$ cat src/rtl/block_scheduler.sv
// Falling-block scheduler: keeps up to five blocks in age order in slots 0..4.
// On each frame tick the blocks descend, the oldest retires at the bottom, and a new block spawns periodically.
module block_scheduler #(
  parameter int SPAWN_PERIOD = 60,
  parameter int FALL_STEP    = 2,
  parameter int BLOCK_SIZE   = 10,
  parameter int Y_MAX        = 479
) (
  input  logic       Clk,
  input  logic       Reset,
  input  logic       frame_clk,
  input  logic       spawn_en,
  input  logic       clear,
  output logic [9:0] BlockX     [0:4],
  output logic [9:0] BlockY     [0:4],
  output logic [9:0] Block_size [0:4],
  output logic [2:0] block_ready,
  output logic       spawn_skip
);

  localparam int             CW         = (SPAWN_PERIOD > 1) ? $clog2(SPAWN_PERIOD) : 1;
  localparam logic [CW-1:0]  CNT_LAST   = CW'(SPAWN_PERIOD - 1);
  localparam logic [10:0]    RETIRE_ADD = 11'(FALL_STEP + BLOCK_SIZE);
  localparam logic [10:0]    Y_LIMIT    = 11'(Y_MAX);
  localparam logic [9:0]     STEP       = 10'(FALL_STEP);
  localparam logic [9:0]     SIZE       = 10'(BLOCK_SIZE);

  logic          frame_prev_q;
  logic [CW-1:0] cnt_q, cnt_d;
  logic [9:0]    lfsr_q, lfsr_d;
  logic [2:0]    count_q, count_d;
  logic          skip_q, skip_d;
  logic [9:0]    x_q [0:4], x_d [0:4];
  logic [9:0]    y_q [0:4], y_d [0:4];
  logic [9:0]    s_q [0:4], s_d [0:4];

  logic       tick, retire, attempt, spawn;
  logic [2:0] post_cnt;
  logic [9:0] new_x;
  logic [9:0] sh_x [0:4];
  logic [9:0] sh_y [0:4];

  // NOTE: combinational next-state logic uses blocking '=' with a default for every
  // signal up front, so no path leaves a value unassigned and no latch is inferred.
  always_comb begin
    tick     = frame_clk & ~frame_prev_q;
    retire   = (count_q != 3'd0) && (({1'b0, y_q[0]} + RETIRE_ADD) > Y_LIMIT);
    post_cnt = count_q - {2'b00, retire};
    attempt  = tick && (cnt_q == CNT_LAST);
    spawn    = attempt && spawn_en && (post_cnt < 3'd5);
    skip_d   = attempt && spawn_en && (post_cnt == 3'd5);
    new_x    = {1'b0, lfsr_q[8:0]} + 10'd64;
    lfsr_d   = {lfsr_q[8:0], lfsr_q[9] ^ lfsr_q[6]};
    cnt_d    = cnt_q;
    if (tick) cnt_d = (cnt_q == CNT_LAST) ? '0 : cnt_q + CW'(1);
    count_d  = tick ? post_cnt + {2'b00, spawn} : count_q;

    // A retiring slot 0 is dropped by reading every survivor from one index higher.
    for (int i = 0; i < 4; i++) begin
      sh_x[i] = retire ? x_q[i+1] : x_q[i];
      sh_y[i] = retire ? y_q[i+1] : y_q[i];
    end
    sh_x[4] = x_q[4];
    sh_y[4] = y_q[4];

    for (int i = 0; i < 5; i++) begin
      x_d[i] = x_q[i];
      y_d[i] = y_q[i];
      s_d[i] = s_q[i];
      if (tick) begin
        if (3'(i) < post_cnt) begin
          x_d[i] = sh_x[i];
          y_d[i] = sh_y[i] + STEP;
          s_d[i] = SIZE;
        end else if (spawn && (3'(i) == post_cnt)) begin
          x_d[i] = new_x;
          y_d[i] = SIZE;
          s_d[i] = SIZE;
        end else begin
          x_d[i] = '0;
          y_d[i] = '0;
          s_d[i] = '0;
        end
      end
    end
  end

  // NOTE: slot registers are reset explicitly because inactive slots must read as 0
  // straight out of reset; sequential state is updated only with non-blocking '<='.
  always_ff @(posedge Clk) begin
    if (Reset) begin
      frame_prev_q <= 1'b0;
      cnt_q        <= '0;
      lfsr_q       <= 10'h001;
      count_q      <= 3'd0;
      skip_q       <= 1'b0;
      for (int i = 0; i < 5; i++) begin
        x_q[i] <= '0;
        y_q[i] <= '0;
        s_q[i] <= '0;
      end
    end else begin
      frame_prev_q <= frame_clk;
      cnt_q        <= cnt_d;
      lfsr_q       <= lfsr_d;
      if (clear) begin
        count_q <= 3'd0;
        skip_q  <= 1'b0;
        for (int i = 0; i < 5; i++) begin
          x_q[i] <= '0;
          y_q[i] <= '0;
          s_q[i] <= '0;
        end
      end else begin
        count_q <= count_d;
        skip_q  <= skip_d;
        for (int i = 0; i < 5; i++) begin
          x_q[i] <= x_d[i];
          y_q[i] <= y_d[i];
          s_q[i] <= s_d[i];
        end
      end
    end
  end

  assign BlockX      = x_q;
  assign BlockY      = y_q;
  assign Block_size  = s_q;
  assign block_ready = count_q;
  assign spawn_skip  = skip_q;

endmodule

$ cat config.mk
export PLATFORM = sky130hd
export DESIGN_NAME = block_scheduler
export DESIGN_NICKNAME = d
export VERILOG_FILES = /design/src/rtl/block_scheduler.sv
export SDC_FILE = /design/constraint.sdc
export NUM_CORES = 1
export LEC_CHECK = 0
export BUFFER_PORTS_ARGS = -buffer_cell sky130_fd_sc_hd__buf_2
export CAP_MARGIN = 20
export CORE_MARGIN = 1.5
export CORE_UTILIZATION = 35
export DETAILED_ROUTE_END_ITERATION = 8
export PLACE_DENSITY_LB_ADDON = 0.12
export SETUP_SLACK_MARGIN = 0.4
export SKIP_LAST_GASP = 1
export SYNTH_ARGS = -nofsm -noshare
export SYNTH_HDL_FRONTEND = slang
export SYNTH_SLANG_ARGS = --single-unit
$ cat constraint.sdc
create_clock -name Clk -period 7.8 [get_ports Clk]
set_input_delay 0.39 -clock Clk [delete_from_list [all_inputs] [get_ports Clk]]
set_output_delay 0.39 -clock Clk [all_outputs]
set_load 0.01 [all_outputs]
== Yosys cells after proc, flatten, opt, wreduce, memory -nomap -nowiden ==
Cells that the tools add are included.
Storage, ports and cells
  logic and storage cells: 102
  bits of input ports: 5
  register bits: 171
  output and inout bits: 154
Operators by class
  $lt $le $gt $ge: 7
  add/subtract/negate cells: 10
  equality and inequality tests: 10
  mux-type cells: 33
  reduce and logical (&&, ||, !) cells: 18
  bitwise logic cells: 4
Operators by type and width (count)
  $mux W10: 22
  $add A10 B2 Y10 const B: 5
  $mux W4: 10
  $add A10 B4 Y11 const B: 1
  $gt A11 B9 Y1 const B: 1
  $add A9 B7 Y10 const B: 1
  $logic_and A1 B1 Y1: 10
  $reduce_and A2 Y1: 5
  $ne A2 B2 Y1 const B: 4
  $add A6 B1 Y6 const B: 1
  $eq A2 B3 Y1 const A: 2
  $eq A6 B6 Y1 const B: 1
  $lt A1 B3 Y1 const A: 2
  $lt A2 B3 Y1 const A: 2
  $mux W6: 1
  $add A3 B1 Y3: 1
  $eq A1 B3 Y1 const A: 1
  $eq A3 B3 Y1 const A: 1
  $eq A3 B3 Y1 const B: 1
  $logic_not A3 Y1: 1
  $lt A3 B3 Y1 const A: 1
  $lt A3 B3 Y1 const B: 1
  $reduce_bool A3 Y1: 1
  $sub A3 B1 Y3: 1
  other kinds (4): 5

== Logic depth before layout (Yosys ltp) ==
Gate-level depths: netlist of the first run.
  depth after elaboration: 9
  depth in mapped cells: 22
  mapped depth without buffers: 17

== Least setup slack after synthesis of the first run ==
Ideal clock, no wire load.
  kind: register to register
  start point: reg y_q (netlist bit BlockY[43])
  end point: reg count_q[2], in the netlist block_ready[2]
  slack: 2.942 ns
  setup time: 0.070 ns
  required time: 7.730 ns
  path buffers: 5
  arrival: 4.788 ns
  clock period less this slack: 4.858 ns
  cell stages (with the launch flop): 23
  cell sequence: dfxtp_1 clkbuf_1 inv_1 ha_1 or3b_1 a211oi_1 o21ai_1 a211o_1 and2_1 buf_6 inv_4 buf_2 ha_1 ha_1 xor2_1 buf_2 buf_1 a21oi_1 ha_1 ha_1 xnor2_1 or3_1 a21oi_1
Between the ends
  word-level cells in the longest chain between the ends: 7
RTL lines
  start, declared: line 34  | logic [9:0] y_q [0:4], y_d [0:4];
  start signal, assigned by index: line 119  | y_q[i] <= y_d[i];
  $add A10 B4 Y11 *: line 47  | retire = (count_q != 3'd0) && (({1'b0, y_q[0]} + RETIRE_ADD) > Y_LIMIT);
  $gt A11 B9 Y1 *: line 47
  $logic_and A1 B1 Y1 *: line 47
  $sub A3 B1 Y3 *: line 48  | post_cnt = count_q - {2'b00, retire};
  $lt A3 B3 Y1: line 50  | spawn = attempt && spawn_en && (post_cnt < 3'd5);
  $logic_and A1 B1 Y1: line 50
  $add A3 B1 Y3 *: line 56  | count_d = tick ? post_cnt + {2'b00, spawn} : count_q;
  end signal, assigned: line 115  | count_q <= count_d;
  end, declared: line 31  | logic [2:0] count_q, count_d;
Every way passes the cells marked *; elsewhere a longest branch is shown, timed or not.
A chain may end at the register's enable or synchronous reset.

== Final worst setup path of the first run ==
  start point: reg y_q (netlist bit BlockY[43])
  end point: reg x_q (netlist bit BlockX[43])
Between the ends
  word-level cells in the longest chain between the ends: 9
  elaborated cells on any way between the ends: 13
  those cells by class: add/sub (2); order compare (3); eq/ne (1); mux (2); reduce/logical (5)
RTL lines
  $add A10 B4 Y11 *: line 47
  $gt A11 B9 Y1 *: line 47
  $logic_and A1 B1 Y1 *: line 47
  $sub A3 B1 Y3: line 48
  $lt A3 B3 Y1: line 50
  $logic_and A1 B1 Y1: line 50
  $logic_and A1 B1 Y1: line 75  | end else if (spawn && (3'(i) == post_cnt)) begin
  $mux W10: line 75
  $mux W10: line 71  | if (3'(i) < post_cnt) begin
  end signal, assigned by index: line 118  | x_q[i] <= x_d[i];
  end, declared: line 33  | logic [9:0] x_q [0:4], x_d [0:4];
Marks and branches as above.

==> impl_metrics.tcl, run 1 <==
set metrics [dict create \
    async_flop_share_pct 0 \
    crit_family "compound AO/OA/AOI/OAI gates" \
    ys_top_cells_by_area "dfxtp_1, buf_4, a211oi_1" \
    fin_skew_ns 0.0125 \
    antenna_left 0 \
    grt_pass1_vias 5922 \
    seq_power_share_pct 43.3 \
    cts_resized 0 \
    tns_ns 0 \
    slew_headroom_pct 33.6 \
    yosysSeqAreaShare_pct 36.3 \
    cts.reportedPaths.clkPinSlew_ns 0.07 \
    slew_viol_final 0 \
    drc 0 \
    drtPass1Iterations 5 \
    netlist_instances 842 \
    cp.required_ns 8.13 \
    syn_avg_cell_area_sq_um 8.19 \
    postCtsSetupRepairBufs 0 \
    grt_use_total_pct 20.7 \
    p_per_area_nw_per_um2 190 \
    rows 51 \
    p_sw_mw 0.399 \
    cp-end-kind "flop" \
    gp_congestion 0.776 \
    start_util_pct 35.6 \
    slowest_delay_ns 0.97 \
    wire_per_inst_um 17.5 \
    num_vias 6497 \
    numCtsBuffers 17 \
    maxCapViolations 0 \
    n_fill_cell 2089 \
    pre_cts_slack_ns 2.20 \
    worstHoldPathType "input port to flop" \
    seq_area_sq_um 2500 \
    cts_num_sinks 125 \
    die-width_um 143 \
    setup_ws_ns 2.19 \
    yosysTopAreaCell "dfxtp_1" \
    cts_tree "done" \
    drt-vias-per-instance 5.41 \
    yosysTopAreaCellShare_pct 36.3 \
    start_kind "flop" \
    crit_fanout 46 \
    ys.flop_type "dfxtp_1" \
    h-tree-depth 4 \
    cts-root-buf "clkbuf_16" \
    worstPathCellList "inv_1 > ha_1 > or3b_1 > a211oi_1 > o21ai_1 > a211o_1 > and2_1 > inv_4 > ha_1 > ha_1 > xnor2_1 > nand3_1 > a31oi_2 > nor2_1 > a211oi_1" \
    p_int_mw 1.12 \
    ctsHoldBuffers 0 \
    cts_buffer_depth 2 \
    setup_viol 0 \
    drtIter0Drc 419 \
    synth-edff-count 0 \
    setup.worst_path.class "flop to flop" \
    synth_common_cells "dfxtp_1, nor2_1, nand2_1" \
    leakage_nw 3.19 \
    overflow 0 \
    hold_viol 0 \
    crit_slowest_cell "a31oi_2" \
    multi_input_area_sq_um 3860 \
    peakVddDrop_mv 0.152 \
    nNetsFinal 940 \
    cpMostUsedCell "ha_1" \
    num_antenna_cells 0 \
    synth_cell_types 60 \
    yosysWarnings 0 \
    netlist_area_sq_um 6900 \
    dp_hpwl_um 14600 \
    synth-seq-cells 125 \
    wirelength_um 21000 \
    antenna_found_initial 0 \
    grt_pass1_wl_um 32900 \
    post-route-period-util_pct 71.9 \
    ios 159 \
    layout-drive-gt1-share_pct 19.8 \
    die_area_sq_um 20600 \
    critPathBufInv 2 \
    fmax_mhz 178 \
    rsz0062_at_grt "no" \
    io_buffers 117 \
    p_comb_share_pct 5.1 \
    cp_data_arrival_time_ns 5.94 \
    core_area_sq_um 19400 \
    tightest_slew_ns 0.996 \
    swShare_pct 26.2 \
    run_status "completed" \
    grt_start_max_net_pins 64 \
    syn_to_final_growth_pct 16.0 \
    yosysMostFrequentCell "dfxtp_1" \
    die_h_um 143 \
    clock_latency_ns 0.43 \
    final_period_minus_worst_setup_slack_ns 5.61 \
    clkPwrFrac_pct 51.5 \
]
metal layers:
layer | vias to the layer above | track usage [%] | wire, um
li1 | 3129 | - | -
met1 | 3133 | 27.9 | 9750
met2 | 213 | 32.7 | 9760
met3 | 22 | 4.80 | 1200
met4 | 0 | 6.61 | 251
met5 | - | 0 | 0
cells in the final DEF (no fill, tap or decap), types with 4 or more instances in the layout:
cell / synthesis / routed
nand2b_1: 6 / 6
or3_1: 8 / 8
nor2b_1: 12 / 11
inv_6: 0 / 4
o2bb2ai_1: 4 / 4
clkinvlp_4: 0 / 4
a211oi_1: 46 / 46
a21oi_1: 48 / 48
nand4_1: 13 / 13
o21ai_0: 38 / 38
ha_1: 13 / 13
clkinv_4: 0 / 4
buf_4: 51 / 11
xor2_1: 16 / 15
buf_2: 19 / 117
mux2i_1: 13 / 13
and3_1: 15 / 15
a31oi_1: 14 / 14
conb_1: 1 / 41
nand2_1: 80 / 80
a22oi_1: 34 / 34
xnor2_1: 21 / 21
inv_1: 14 / 14
or2_2: 4 / 4
o31ai_1: 4 / 4
dfxtp_1: 125 / 125
nand3_1: 34 / 34
and2_1: 4 / 4
a22o_1: 10 / 10
o22ai_1: 8 / 8
nor3_1: 16 / 16
a32o_1: 8 / 8
nor2_1: 84 / 83
clkbuf_16: 0 / 17
state kept, by name, summed over array words and instances, names as in the netlist:
| register | flops |
|---|---|
| block_ready | 3 |
| frame_prev_q | 1 |
| lfsr_q | 10 |
| spawn_skip | 1 |
| BlockY | 49 |
| cnt_q | 6 |
| BlockX | 50 |
| Block_size | 5 |
area by class of cell:
class | count | area share, %
tap | 265 | 4.15
inverter | 15 | 0.735
timing repair buffer | 128 | 8.35
clock inverter | 14 | 1.69
multi-input combinational | 635 | 48.3
clock buffer | 18 | 5.49
sequential | 125 | 31.3
final timing paths:
kind	startpoint	endpoint	slack, ns	cells past startpoint
setup reg to reg	BlockY[43]	BlockX[43]	2.19	15
setup / recovery	BlockY[43]	BlockX[43]	2.19	15
hold reg to reg	cnt_q[1]	cnt_q[1]	0.48	2
hold / removal	frame_clk	frame_prev_q	0.22	2
per-stage QoR:
| step | util, % | area (sq um) | power, mW | hold WS, ns | cells |
|---|---|---|---|---|---|
| after global placement | 38.2 | 7420 | 0.751 | 0.463 | 1167 |
| after global routing | 41.2 | 8000 | 1.57 | 0.263 | 1200 |
| after CTS | 41.2 | 7990 | 1.53 | 0.205 | 1199 |
| after detailed placement | 38.2 | 7420 | 0.751 | 0.457 | 1167 |
| after floorplan | - | 7050 | 0.743 | 0.438 | 882 |
| final | 41.2 | 8000 | 1.52 | 0.221 | 1200 |
logic make-up after synthesis:
| logic type | share of synthesized area, % |
|---|---|
| compound gates | 23.8 |
| fa+ha+maj | 2.36 |
| xor+xnor | 4.70 |
| other cells | 0.0544 |
| flops | 36.3 |
| mux | 2.38 |
| simple gates | 20.3 |
| buf+inv | 10.1 |
power groups by stage:
stage          Clock, mW  Sequential [mW]  Combinational, mW
3_3_place_gp           0            0.674             0.0771
5_1_grt            0.821            0.660             0.0884
6_report           0.784            0.659             0.0782
2_1_floorplan          0            0.673             0.0695
4_1_cts            0.795            0.659             0.0783
3_5_place_dp           0            0.673             0.0783
No activity file was read; power rests on OpenSTA's default activity.
==> run 2: changes to the inputs <==
clock period = 5.58 ns   (was 7.8 ns; I/O delays follow)
==> run 2 against run 1 <==
Setup slack got worse by 1.2 ns. Worst hold slack got worse by 0.12 ns. First-iteration DRC count increased by 21%. Maximum frequency increased by 23%. Sequential share of layout area decreased by 0.24 points. Die area unchanged. Wire length decreased by 0.90%. Largest power group unchanged. Core utilization increased by 0.32 points. Critical endpoint is now BlockX[3]. Register-to-register slack got worse by 1.2 ns. Final cell count increased by 0.67%. Non-clock buffer count increased by 8.
==> impl_metrics.tcl, run 2 (synthesized netlist as in run 1, its figures left out) <==
set metrics [dict create \
    run_status "completed" \
    crit_fanout 14 \
    cp-end-kind "flop" \
    ios 159 \
    gp_congestion 0.794 \
    grt_pass1_vias 6002 \
    num_vias 6408 \
    layout-drive-gt1-share_pct 20.5 \
    core_area_sq_um 19400 \
    antenna_left 0 \
    drc 0 \
    tightest_slew_ns 0.988 \
    n_fill_cell 2058 \
    setup_viol 0 \
    critPathBufInv 3 \
    cp_data_arrival_time_ns 4.92 \
    post-route-period-util_pct 81.6 \
    start_kind "flop" \
    num_antenna_cells 0 \
    fmax_mhz 220 \
    die-width_um 143 \
    layout_common_cells "dfxtp_1, buf_2, nor2_1, nand2_1, a21oi_1" \
    crit_slowest_cell "a21oi_1" \
    hold_viol 0 \
    seq_area_sq_um 2500 \
    rows 51 \
    drt-vias-per-instance 5.30 \
    rsz0062_at_grt "no" \
    postCtsSetupRepairBufs 0 \
    h-tree-depth 4 \
    die_h_um 143 \
    peakVddDrop_mv 0.225 \
    final_util_pct 41.6 \
    cts_num_sinks 125 \
    dp_hpwl_um 14700 \
    grt_pass1_wl_um 32600 \
    clock_latency_ns 0.43 \
    cpMostUsedCell "ha_1" \
    setup.worst_path.class "flop to flop" \
    drtIter0Drc 507 \
    io_buffers 117 \
    grt_start_max_net_pins 46 \
    layout_commonest_cell "dfxtp_1" \
    leakage_nw 3.24 \
    maxCapViolations 0 \
    start_util_pct 35.6 \
    final_period_minus_worst_setup_slack_ns 4.55 \
    syn_to_final_growth_pct 16.9 \
    worstHoldPathType "input port to flop" \
    grt_use_total_pct 20.4 \
    antenna_found_initial 0 \
    cp.required_ns 5.95 \
    tns_ns 0 \
    slowest_delay_ns 0.80 \
    overflow 0 \
    worstPathCellList "inv_1 > ha_1 > or3b_1 > a211oi_1 > o21ai_1 > a211o_1 > and2_1 > inv_4 > ha_1 > ha_1 > xor2_2 > buf_4 > nand2_1 > a21oi_1 > a22o_1" \
    cts_resized 0 \
    wirelength_um 20800 \
    ctsHoldBuffers 0 \
    crit_family "compound AO/OA/AOI/OAI gates" \
    die_area_sq_um 20600 \
    cts.reportedPaths.clkPinSlew_ns 0.06 \
    numCtsBuffers 17 \
    wire_per_inst_um 17.2 \
    cts_buffer_depth 2 \
    largest_reg_flops 50 \
    slew_viol_final 0 \
    nNetsFinal 948 \
    p_per_area_nw_per_um2 263 \
    drtPass1Iterations 5 \
    slew_headroom_pct 34.2 \
    multi_input_area_sq_um 3860 \
    fin_skew_ns 0.0119 \
    cts-root-buf "clkbuf_16" \
    cts_tree "done" \
]
run 2: changes by cell type in the layout (fill, tap and decap cells not counted):
cell | previous run | this run
clkinv_4 | 4 | 3
buf_4 | 11 | 19
clkinvlp_4 | 4 | 2
clkbuf_8 | 1 | 0
inv_6 | 4 | 6
inv_8 | 0 | 2
run 2: metrics by stage:
stage | cell area [sq um] | setup slack [ns] | hold WS (ns) | power [mW] | cells
finish | 8060 | 1.03 | 0.0995 | 2.12 | 1208
global route | 8060 | 0.718 | 0.102 | 2.20 | 1208
detailed placement | 7480 | 0.994 | 0.455 | 1.05 | 1175
floorplan | 7050 | 0.722 | 0.351 | 1.04 | 882
global placement | 7480 | 1.06 | 0.460 | 1.05 | 1175
CTS | 8050 | 0.967 | 0.0902 | 2.15 | 1207
run 2: final timing paths:
| kind | from | to | slack [ns] | cells after the start |
|---|---|---|---|---|
| max | BlockY[43] | BlockX[3] | 1.03 | 15 |
| min | frame_clk | frame_prev_q | 0.1 | 2 |
| max reg2reg | BlockY[43] | BlockX[3] | 1.03 | 15 |
| min reg2reg | lfsr_q[9] | lfsr_q[0] | 0.47 | 2 |
run 2: layout make-up:
| type | instances | share of cell area, % |
|---|---|---|
| Multi-Input combinational cell | 635 | 47.9 |
| Sequential cell | 125 | 31.0 |
| Timing Repair Buffer | 136 | 9.03 |
| Clock buffer | 17 | 5.28 |
| Tap cell | 265 | 4.11 |
| Clock inverter | 15 | 1.88 |
| Inverter | 15 | 0.729 |
run 2: worst reg2reg max path, cell delays in order, from the launching register on:
cell      delay (ns)
dfxtp_1         0.60
inv_1           0.15
ha_1            0.28
or3b_1          0.36
a211oi_1        0.22
o21ai_1         0.09
a211o_1         0.30
and2_1          0.18
inv_4           0.06
ha_1            0.13
ha_1            0.25
xor2_2          0.44
buf_4           0.25
nand2_1         0.10
a21oi_1         0.80
a22o_1          0.28
run 2: power breakdown:
part           leakage (nW)  total [mW]  internal [mW]  switching (mW)
clock network         0.279        1.09          0.627           0.463
registers              1.01       0.920          0.907          0.0136
logic                  1.95       0.113         0.0317          0.0810
total                  3.24        2.12           1.57           0.558
run 2: layer usage:
| metal | global-route usage, % | wire (um) | part of all wire, % | up-vias |
|---|---|---|---|---|
| li1 | - | - | - | 3155 |
| met1 | 26.4 | 9310 | 45 | 3017 |
| met2 | 33.0 | 9820 | 47 | 211 |
| met3 | 5.63 | 1390 | 6.7 | 25 |
| met4 | 6.34 | 259 | 1.2 | 0 |
| met5 | 0 | 0 | 0 | - |
